[src/rtl/fifo_word_packer.sv]
// fifo_word_packer: drains N-bit elements from a byte FIFO read port and
// packs K of them into one N*K-bit word on a valid/ready output. A flush
// pulse closes a partially filled word so nothing is stranded at end of packet.
module fifo_word_packer #(
    parameter int N = 8,
    parameter int K = 4
) (
    input  logic                 clk,
    input  logic                 rst,
    input  logic                 fifo_empty,
    output logic                 fifo_rd_en,
    input  logic [N-1:0]         fifo_data,
    input  logic                 flush,
    output logic                 out_valid,
    input  logic                 out_ready,
    output logic [N*K-1:0]       out_data,
    output logic [$clog2(K):0]   out_count,
    output logic                 out_last
);

    localparam int CW = $clog2(K) + 1;
    localparam logic [CW-1:0] K_CNT = CW'(K);
    localparam logic [CW:0]   K_EXT = (CW+1)'(K);

    typedef enum logic {FILL, HOLD} state_t;

    state_t                  state, state_nx;
    logic [CW-1:0]           fill, fill_nx;
    logic                    pend;
    logic                    flush_req, flush_req_nx;
    logic [K-1:0][N-1:0]     lanes;
    logic [CW-1:0]           cnt_q;
    logic                    last_q;
    logic                    capture, close_full, close_flush, handshake;
    logic [CW:0]             fill_sum;

    // Next-state, read request and word-closing decisions.
    always_comb begin
        state_nx     = state;
        fill_nx      = fill;
        flush_req_nx = flush_req;
        capture      = 1'b0;
        close_full   = 1'b0;
        close_flush  = 1'b0;
        handshake    = 1'b0;
        fifo_rd_en   = 1'b0;
        // Count the in-flight element so fill can never exceed K.
        fill_sum     = {1'b0, fill} + (CW+1)'(pend);
        case (state)
            FILL: begin
                fifo_rd_en   = !rst && !fifo_empty && !flush_req && (fill_sum < K_EXT);
                flush_req_nx = flush_req | flush;
                if (pend) begin
                    capture = 1'b1;
                    fill_nx = fill + 1'b1;
                    if (fill_nx == K_CNT) begin
                        // A full word wins over a pending flush; the flush
                        // request survives into the next FILL.
                        close_full = 1'b1;
                        state_nx   = HOLD;
                    end
                end else if (flush_req && (fill != '0)) begin
                    close_flush  = 1'b1;
                    state_nx     = HOLD;
                    flush_req_nx = 1'b0;
                end else if (flush_req) begin
                    // Nothing captured and nothing in flight: drop the flush.
                    flush_req_nx = 1'b0;
                end
            end
            HOLD: begin
                flush_req_nx = flush_req | flush;
                if (out_ready) begin
                    handshake = 1'b1;
                    state_nx  = FILL;
                    fill_nx   = '0;
                end
            end
            default: state_nx = FILL;
        endcase
    end

    // State, counters, lane capture and held word metadata.
    always_ff @(posedge clk) begin
        if (rst) begin
            state     <= FILL;
            fill      <= '0;
            pend      <= 1'b0;
            flush_req <= 1'b0;
            lanes     <= '0;
            cnt_q     <= '0;
            last_q    <= 1'b0;
        end else begin
            state     <= state_nx;
            fill      <= fill_nx;
            pend      <= fifo_rd_en;
            flush_req <= flush_req_nx;
            if (capture) begin
                lanes[fill[CW-2:0]] <= fifo_data;
            end
            if (close_full) begin
                cnt_q  <= K_CNT;
                last_q <= 1'b0;
            end else if (close_flush) begin
                cnt_q  <= fill;
                last_q <= 1'b1;
            end
            // Clearing lanes on handshake keeps unused lanes of a partial word zero.
            if (handshake) begin
                lanes  <= '0;
                cnt_q  <= '0;
                last_q <= 1'b0;
            end
        end
    end

    assign out_valid = (state == HOLD);
    assign out_data  = out_valid ? lanes : '0;
    assign out_count = cnt_q;
    assign out_last  = last_q;

endmodule

[config.mk]
export PLATFORM = sky130hd
export DESIGN_NAME = fifo_word_packer
export DESIGN_NICKNAME = d
export VERILOG_FILES = /design/src/rtl/fifo_word_packer.sv
export SDC_FILE = /design/constraint.sdc
export NUM_CORES = 1
export LEC_CHECK = 0
export CORE_MARGIN = 8
export CORE_UTILIZATION = 51
export DETAILED_ROUTE_END_ITERATION = 12
export PLACE_DENSITY = 0.84
export SETUP_SLACK_MARGIN = 0.3
export SLEW_MARGIN = 15
export SYNTH_ARGS = -nofsm -noshare
export SYNTH_HDL_FRONTEND = slang
export SYNTH_SLANG_ARGS = --single-unit
[constraint.sdc]
create_clock -name clk -period 3.3 [get_ports clk]
set_input_delay 0.66 -clock clk [delete_from_list [all_inputs] [get_ports clk]]
set_output_delay 0.66 -clock clk [all_outputs]
set_load 0.02 [all_outputs]
* Yosys cells after proc, flatten, opt, wreduce, memory -nomap -nowiden
Index checks and enable logic that the tools add are counted.
** Word-level totals
- Input bits :: 13
- Register bits after elaboration :: 42
- Logic and storage cells :: 61
- Output and inout port bits :: 38
** Cells by class
- Multiplexer cells :: 27
- Order comparisons :: 3
- Add/subtract/negate cells :: 2
- Bitwise logic cells :: 2
- Reductions and logical operators :: 13
- Equality and inequality tests :: 3
** Operators with widths (number)
- 32-bit bitwise mux :: 1
- 32-bit 2-to-1 mux :: 1
- 8-bit demux with 2-bit select :: 1
- 1-bit 2-to-1 mux :: 16
- 3-bit 2-to-1 mux :: 4
- 8-bit 2-to-1 mux :: 1
- 3-bit case mux with 2 select lines :: 1
- 1-bit logical AND :: 5
- 3-bit by 1-bit adder with 4-bit output :: 1
- 4-bit by 3-bit < comparator with 1-bit output, second input constant :: 1
- 2-bit inequality test, second input constant :: 2
- 1-bit case mux with 2 select lines :: 2
- 3-bit by 1-bit adder with 3-bit output, second input constant :: 1
- 3-bit == test, second input constant :: 1
- 1-bit zero test :: 3
- 2-bit by 3-bit < comparator with 1-bit output, second input constant :: 1
- 3-bit nonzero test :: 1
- 3-bit OR reduction :: 1
- 2-bit by 1-bit >= comparator with 1-bit output, second input constant :: 1
- 2-bit AND reduction :: 1
- 2-bit nonzero test :: 1
- 2-bit OR reduction :: 1
- 1-bit NOT :: 1
- 1-bit OR :: 1

* Depth between registers and ports, before layout
Gate-level depths: netlist (run 1).
- Depth after elaboration :: 7
- Mapped depth :: 6
- Gate-level depth less buffers :: 5

* Least setup slack after synthesis (run 1)
OpenSTA, ideal clock, no wires.
- Path type :: input-to-output
- From :: input port rst
- To :: output port fifo_rd_en
- Data required time :: 2640 ps
- Slack :: 846 ps
- Cell stages on the path :: 3
- Arrival time :: 1794 ps
- Cell sequence :: buf_2 or4_4 a311oi_1
** On the way
- Longest elaborated chain between the ends :: 5
** RTL lines
- start, declared :: line 9 : input logic rst,
- 1-bit zero test :: line 51 : fifo_rd_en = !rst && !fifo_empty && !flush_req && (fill_sum < K_EXT);
- 1-bit logical AND (3 in a row) :: line 51
- 1-bit 2-to-1 mux :: line 49 : case (state)
- end, declared :: line 11 : output logic fifo_rd_en,
Every way passes these cells.

* Worst setup path in the final report (run 1)
Same ends and word-level chain as after synthesis.

==> results of run 1 <==
[cell families after synthesis]
| group | count (synthesis) | share of synthesized area, % |
|---|---|---|
| fa+ha+maj | 5 | 3.289 |
| buf+inv | 22 | 5.197 |
| flops | 42 | 44.21 |
| compound gates | 46 | 13.29 |
| mux | 1 | 0.5263 |
| simple gates | 122 | 33.49 |
[cell type report]
type | count | area, um2
Tap cell | 48 | 60.06
Timing Repair Buffer | 54 | 529.3
Sequential cell | 42 | 840.8
Inverter | 4 | 15.01
Multi-Input combinational cell | 174 | 964.7
Clock inverter | 3 | 40.04
Clock buffer | 5 | 68.82
Fill cell | 308 | 1115
[layer usage]
layer | wire, um | part of all wire (%) | track usage, % | vias to the layer above
met5 | 0 | 0 | 0 | -
met4 | 67 | 1.4 | 8.113 | 0
met3 | 341 | 7.3 | 5.245 | 7
met2 | 2277 | 48 | 24.89 | 54
met1 | 2015 | 43 | 19.66 | 820
li1 | - | - | - | 886
[worst register-to-register path: cells and delay by family (launching register included)]
family | cells | cell delay [ns]
flops | 1 | 0.47
fa+ha+maj | 2 | 0.70
simple gates | 1 | 0.06
compound gates | 2 | 0.37
[power by group]
group          switching [W]  internal (W)   total, W
Sequential         0.0000106      0.000517   0.000528
Combinational      0.0000573     0.0000370  0.0000943
Clock               0.000171      0.000223   0.000394
Total               0.000239      0.000777    0.00102
[Yosys cell counts (2+ instances only)]
library cell	instances	area share, %
dfxtp_1	42	44
a21oi_1	36	9.5
nand2_1	35	6.9
nand3_1	34	8.9
and2_1	32	11
clkbuf_1	10	2.0
buf_2	7	1.8
nand3b_1	6	2.4
nor2_1	6	1.2
ha_1	5	3.3
inv_1	4	0.79
a22oi_1	2	0.79
a311oi_1	2	0.92
nand2b_1	2	0.66
nor2b_1	2	0.66
nor3_1	2	0.53
o21ai_0	2	0.53
[registers in the layout (all words and copies together), names as in the netlist]
register	cells
flush_req	1
out_valid	1
pend	1
out_count	3
lanes	32
fill	3
out_last	1
[worst paths after layout]
path / from / end / slack, ns / depth (start not counted)
setup / recovery: rst / fifo_rd_en / 0.49 / 4
hold reg to reg: lanes[30]$_SDFFE_PP0P_ / lanes[30]$_SDFFE_PP0P_ / 0.45 / 2
setup reg to reg: fill[0]$_SDFFE_PP0P_ / out_count[2]$_SDFFE_PP0P_ / 1.64 / 5
hold / removal: lanes[30]$_SDFFE_PP0P_ / lanes[30]$_SDFFE_PP0P_ / 0.45 / 2
[per-stage QoR]
stage	instance area (um2)	total power (W)	util [%]	setup slack [ns]
final	2519	0.001016	69.32	0.4867
after global routing	2519	0.001047	69.32	0.4290
after CTS	2519	0.001020	69.32	0.4959
after detailed placement	2411	0.0006334	66.36	0.2172
after global placement	2411	0.0006310	66.36	0.2912
after floorplan	1902	0.0005936	-	0.8456
[layout by cell type (no fill, tap or decap), drive strengths merged, types with 2 or more instances in the layout]
cell	count
a21oi	36
a22oi	2
a311oi	2
and2	32
buf	4
clkbuf	5
clkdlybuf4s50	49
clkinv	2
dfxtp	42
ha	5
inv	4
nand2	35
nand2b	2
nand3	34
nand3b	6
nor2	6
nor2b	2
nor3	2
o21ai	2
[what timing repair did]
item | in CTS | in global routing
setup endpoints to repair | 1 | 0
hold buffers | 0 | 0
resized for setup | 1 | 0
==> summary.md, run 1 <==
| Metric | Value |
|---|---|
| Outcome | `finished clean` |
| Clk Tree Root Cell | `clkbuf_8` |
| Initial antenna violation count | `0` |
| CTS tree | `yes` |
| Slowest CP cell | `or4_4` |
| CP max stage delay | `approximately 0.43 ns` |
| GRT Residual Overflow | `0` |
| Num CTS Buffers | `5` |
| ANT cells | `0` |
| Ys async rst share | `0%` |
| Setup tns final | `0 ns` |
| Yosys warnings | `0` |
| Fin nets | `roughly 300` |
| First DRT Iteration DRCs | `between 200 and 250` |
| Number of synthesized flops with an enable pin | `0` |
| Via Count | `about 1800` |
| Final slew viol count | `0` |
| Final hold violations | `0` |
| Die area | `approximately 6000 um2` |
| DRC Markers | `0` |
| H-Tree Depth | `2` |
| Startpoint Class | `primary input` |
| Worst slew margin | `67.13%` |
| Cells after Synth | `around 240` |
| Port Buffers | `50` |
| GRT Total Usage | `around 16%` |
| Mapped Nets | `around 260` |
| Drt wl/cell | `about 14 um` |
| First-pass GRT wire length | `a little over 8000 um` |
| Crit end category | `output port` |
| Die Wd | `roughly 77 um` |
| Routed WL | `between 4000 and 5000 um` |
| Share of layout cells above drive strength 1 | `between 6 and 7%` |
| Worst path top cell family by delay | `buffers and inverters` |
| Mapped Avg Cell Area | `approximately 8.0 um2` |
| Number of top-level pins | `just over 50` |
| Ys flop type | `dfxtp_1` |
| Leak Pwr | `0.8778 nW` |
| Area grow syn2layout | `32.43%` |
| Unrepaired setup endpoints after global routing | `false` |
| Skew final | `between 0.005 and 0.006 ns` |
| CP max FO | `2` |
| Final setup fails | `0` |
| Type of the worst setup path | `primary input to output port` |
| Fin crit period | `around 2.8 ns` |
| Placed cells | `roughly 320` |
| Number of routed nets with antenna violations | `0` |
| Post-CTS repair timing setup buffer count | `0` |
| Period utilisation layout | `a little under nine tenths` |
| Hold WC Path Type | `register to register` |
| Fmax | `between 300 and 400 MHz` |
| Initial Utilization | `around 52%` |
| Max-cap viol count | `0` |
| WP data required | `roughly 2.6 ns` |
| Clock slew seen by the registers of the worst setup and hold paths | `approximately 0.08 ns` |
| Gpl congestion | `roughly 0.82` |
| Yosys cell types | `26` |
| Slew @ Worst Pin | `roughly 0.5 ns` |
| Worst path buffer plus inverter count | `2` |
| Seq/Total Area, Yosys | `between 40% and 50%` |
| Vias in the first global route | `around 1700` |
| Vias per Instance | `between 5 and 6` |
| Clock Tree Buf Depth | `2` |
| Power per cell area | `between 400 and 500 nW/um2` |
| CORE AREA | `approximately 3600 um2` |
| Detailed Routing Iterations Pass 1 | `4` |
| Chip Height | `around 77 um` |
| Clk_lat worst skew | `around 0.29 ns` |
| Critical path arrival | `~2.2 ns` |
| Largest net degree at the start of global routing | `47` |
| Rows | `22` |
| CP cell instances | `clkdlybuf4s50_1 -> or4_4 -> a311oi_1 -> dlygate4sd2_1` |
| Sink Count | `42` |
| VDD IR max | `around 0.33 mV` |
| Post-Layout Cell Count | `330` |
| Synthesized flop and latch total | `42` |
| Hpwl dp | `3320 um` |
| Area of the mapped netlist | `around 1900 um2` |
| Hold slack | `around 0.45 ns` |
(Power assumes the default switching activity.)
==> run 2, diff against run 1 <==
Settings changed: CORE_UTILIZATION 51 to 55, DONT_BUFFER_PORTS set to 1, PLACE_DENSITY 0.84 to 0.7.
==> run 2 against run 1 <==
Critical path type is now register to output port; wire length shrank 4.8%; global-route usage grew 0.19 points; highest routed layer unchanged; design area shrank 23%.
==> summary.md, run 2 (synthesis results as in run 1) <==
| Metric | Value |
|---|---|
| Slew @ Worst Pin | `0.9713 ns` |
| Area after detailed placement | `1901 um2` |
| Fin crit period | `between 2 and 2.5 ns` |
| Initial antenna violation count | `0` |
| Final hold violations | `0` |
| Drt wl/cell | `around 16 um` |
| Routed WL | `4476 um` |
| H-Tree Depth | `2` |
| Worst slew margin | `35.25%` |
| First DRT Iteration DRCs | `about 130` |
| Clock slew seen by the registers of the worst setup and hold paths | `roughly 0.12 ns` |
| Crit end category | `output port` |
| Most common cell after layout, fill and taps aside | `dfxtp_1` |
| Commonest non-fill, non-tap cells in the layout | `dfxtp_1 (42), a21oi_1 (36), nand2_1 (35)` |
| Detailed Routing Iterations Pass 1 | `4` |
| Final setup fails | `0` |
| CORE AREA | `3337 um2` |
| Share of layout cells above drive strength 1 | `~5.7%` |
| Slowest CP cell | `or4_4` |
| Clk Tree Root Cell | `clkbuf_4` |
| Chip Height | `74.81 um` |
| Power per cell area | `426.6 nW/um2` |
| Fin nets | `approximately 250` |
| Number of routed nets with antenna violations | `0` |
| Hold WC Path Type | `primary input to register` |
| Clock Tree Buf Depth | `2` |
| Die area | `~5600 um2` |
| Port Buffers | `0` |
| Vias in the first global route | `about 1400` |
| WP data required | `roughly 2.6 ns` |
| GRT Residual Overflow | `0` |
| Area grow syn2layout | `2.303%` |
| Initial Utilization | `approximately 57%` |
| Design Area, Final | `1946 um2` |
| ANT cells | `0` |
| Gpl congestion | `0.8547` |
| Hpwl dp | `between 3000 and 4000 um` |
| Vias per Instance | `between 5 and 6` |
| Resize count post-CTS | `0` |
| Setup tns final | `0 ns` |
| Clk_lat worst skew | `between 0.3 and 0.4 ns` |
| Sink Count | `42` |
| Startpoint Class | `register` |
| Top reg by flops | `lanes` |
| Period utilisation layout | `around 71%` |
| Rows | `21` |
| Die Wd | `between 70 and 80 um` |
| Num CTS Buffers | `5` |
| VDD IR max | `around 0.24 mV` |
| DRC Markers | `0` |
| Critical path arrival | `roughly 1.7 ns` |
| CP cell instances | `or4_4 -> a311oi_1 -> buf_4` |
| Largest register FFs | `32` |
| Skew final | `between 0.006 and 0.007 ns` |
| CTS tree | `yes` |
| Final core utilization | `about three fifths` |
| Leak Pwr | `approximately 0.66 nW` |
| First-pass GRT wire length | `about 7000 um` |
| Outcome | `finished clean` |
| Post-CTS repair timing setup buffer count | `0` |
| Via Count | `~1600` |
| CP max stage delay | `roughly 0.54 ns` |
| Largest net degree at the start of global routing | `47` |
| CP max FO | `6` |
| Hold buffers post-CTS | `0` |
| Final slew viol count | `0` |
| Max-cap viol count | `0` |
| Unrepaired setup endpoints after global routing | `false` |
| Fmax | `roughly 430 MHz` |
| Number of top-level pins | `51` |
| Type of the worst setup path | `register to output port` |
| Hold slack | `approximately 0.36 ns` |
| GRT Total Usage | `between 10% and 20%` |
-- run 2: changes by cell type in the layout (fill, tap and decap cells not counted), moves of 2 or more --
cell             before  now
clkinv_2              2    0
clkbuf_1              0    2
clkbuf_8              5    0
clkdlybuf4s50_1      49    0
clkbuf_4              0    5
-- run 2: area by class of cell --
class	count	area, um2
multi-input combinational	174	964.7
tap	46	57.56
clock buffer	7	45.04
sequential	42	840.8
fill	338	1391
timing repair buffer	3	22.52
inverter	4	15.01
-- run 2: final timing paths --
check / start / endpoint / slack [ns] / depth (start not counted)
worst max register to register: out_valid$_SDFF_PP0_ / lanes[10]$_SDFFE_PP0P_ / 1.49 / 3
worst min register to register: lanes[13]$_SDFFE_PP0P_ / lanes[13]$_SDFFE_PP0P_ / 0.46 / 2
worst min-delay path: rst / fill[1]$_SDFFE_PP0P_ / 0.36 / 1
worst max-delay path: fill[2]$_SDFFE_PP0P_ / fifo_rd_en / 0.96 / 3
-- run 2: worst max-delay path: cells and delay by family, from the launching register on --
kind | cells | cell delay (ns)
simple gates | 1 | 0.54
flops | 1 | 0.37
buf+inv | 1 | 0.19
compound gates | 1 | 0.23
-- run 2: per-stage QoR --
step	worst slack, ns	std cells	power [W]
final	0.9613	276	0.0008299
after floorplan	0.8456	238	0.0005936
after CTS	0.9426	276	0.0008345
after detailed placement	1.157	269	0.0006055
after global placement	1.168	269	0.0006028
after global routing	0.8790	276	0.0008629
-- run 2: routing by layer --
layer | vias up | global-route usage, % | share of wire (%) | wire [um]
met5 | - | 0 | 0 | 0
met4 | 0 | 8.913 | 2.0 | 90
met3 | 8 | 4.927 | 9.5 | 424
met2 | 73 | 24.59 | 47 | 2097
met1 | 737 | 20.31 | 42 | 1864
li1 | 787 | - | - | -
-- run 2: where the power goes --
group / total (W) / switching, W / internal (W) / leakage [nW]
clock: 0.000236 / 0.000155 / 0.0000806 / 0.0254
combinational: 0.0000651 / 0.0000440 / 0.0000211 / 0.296
sequential: 0.000529 / 0.0000110 / 0.000518 / 0.340
total: 0.000830 / 0.000210 / 0.000619 / 0.661
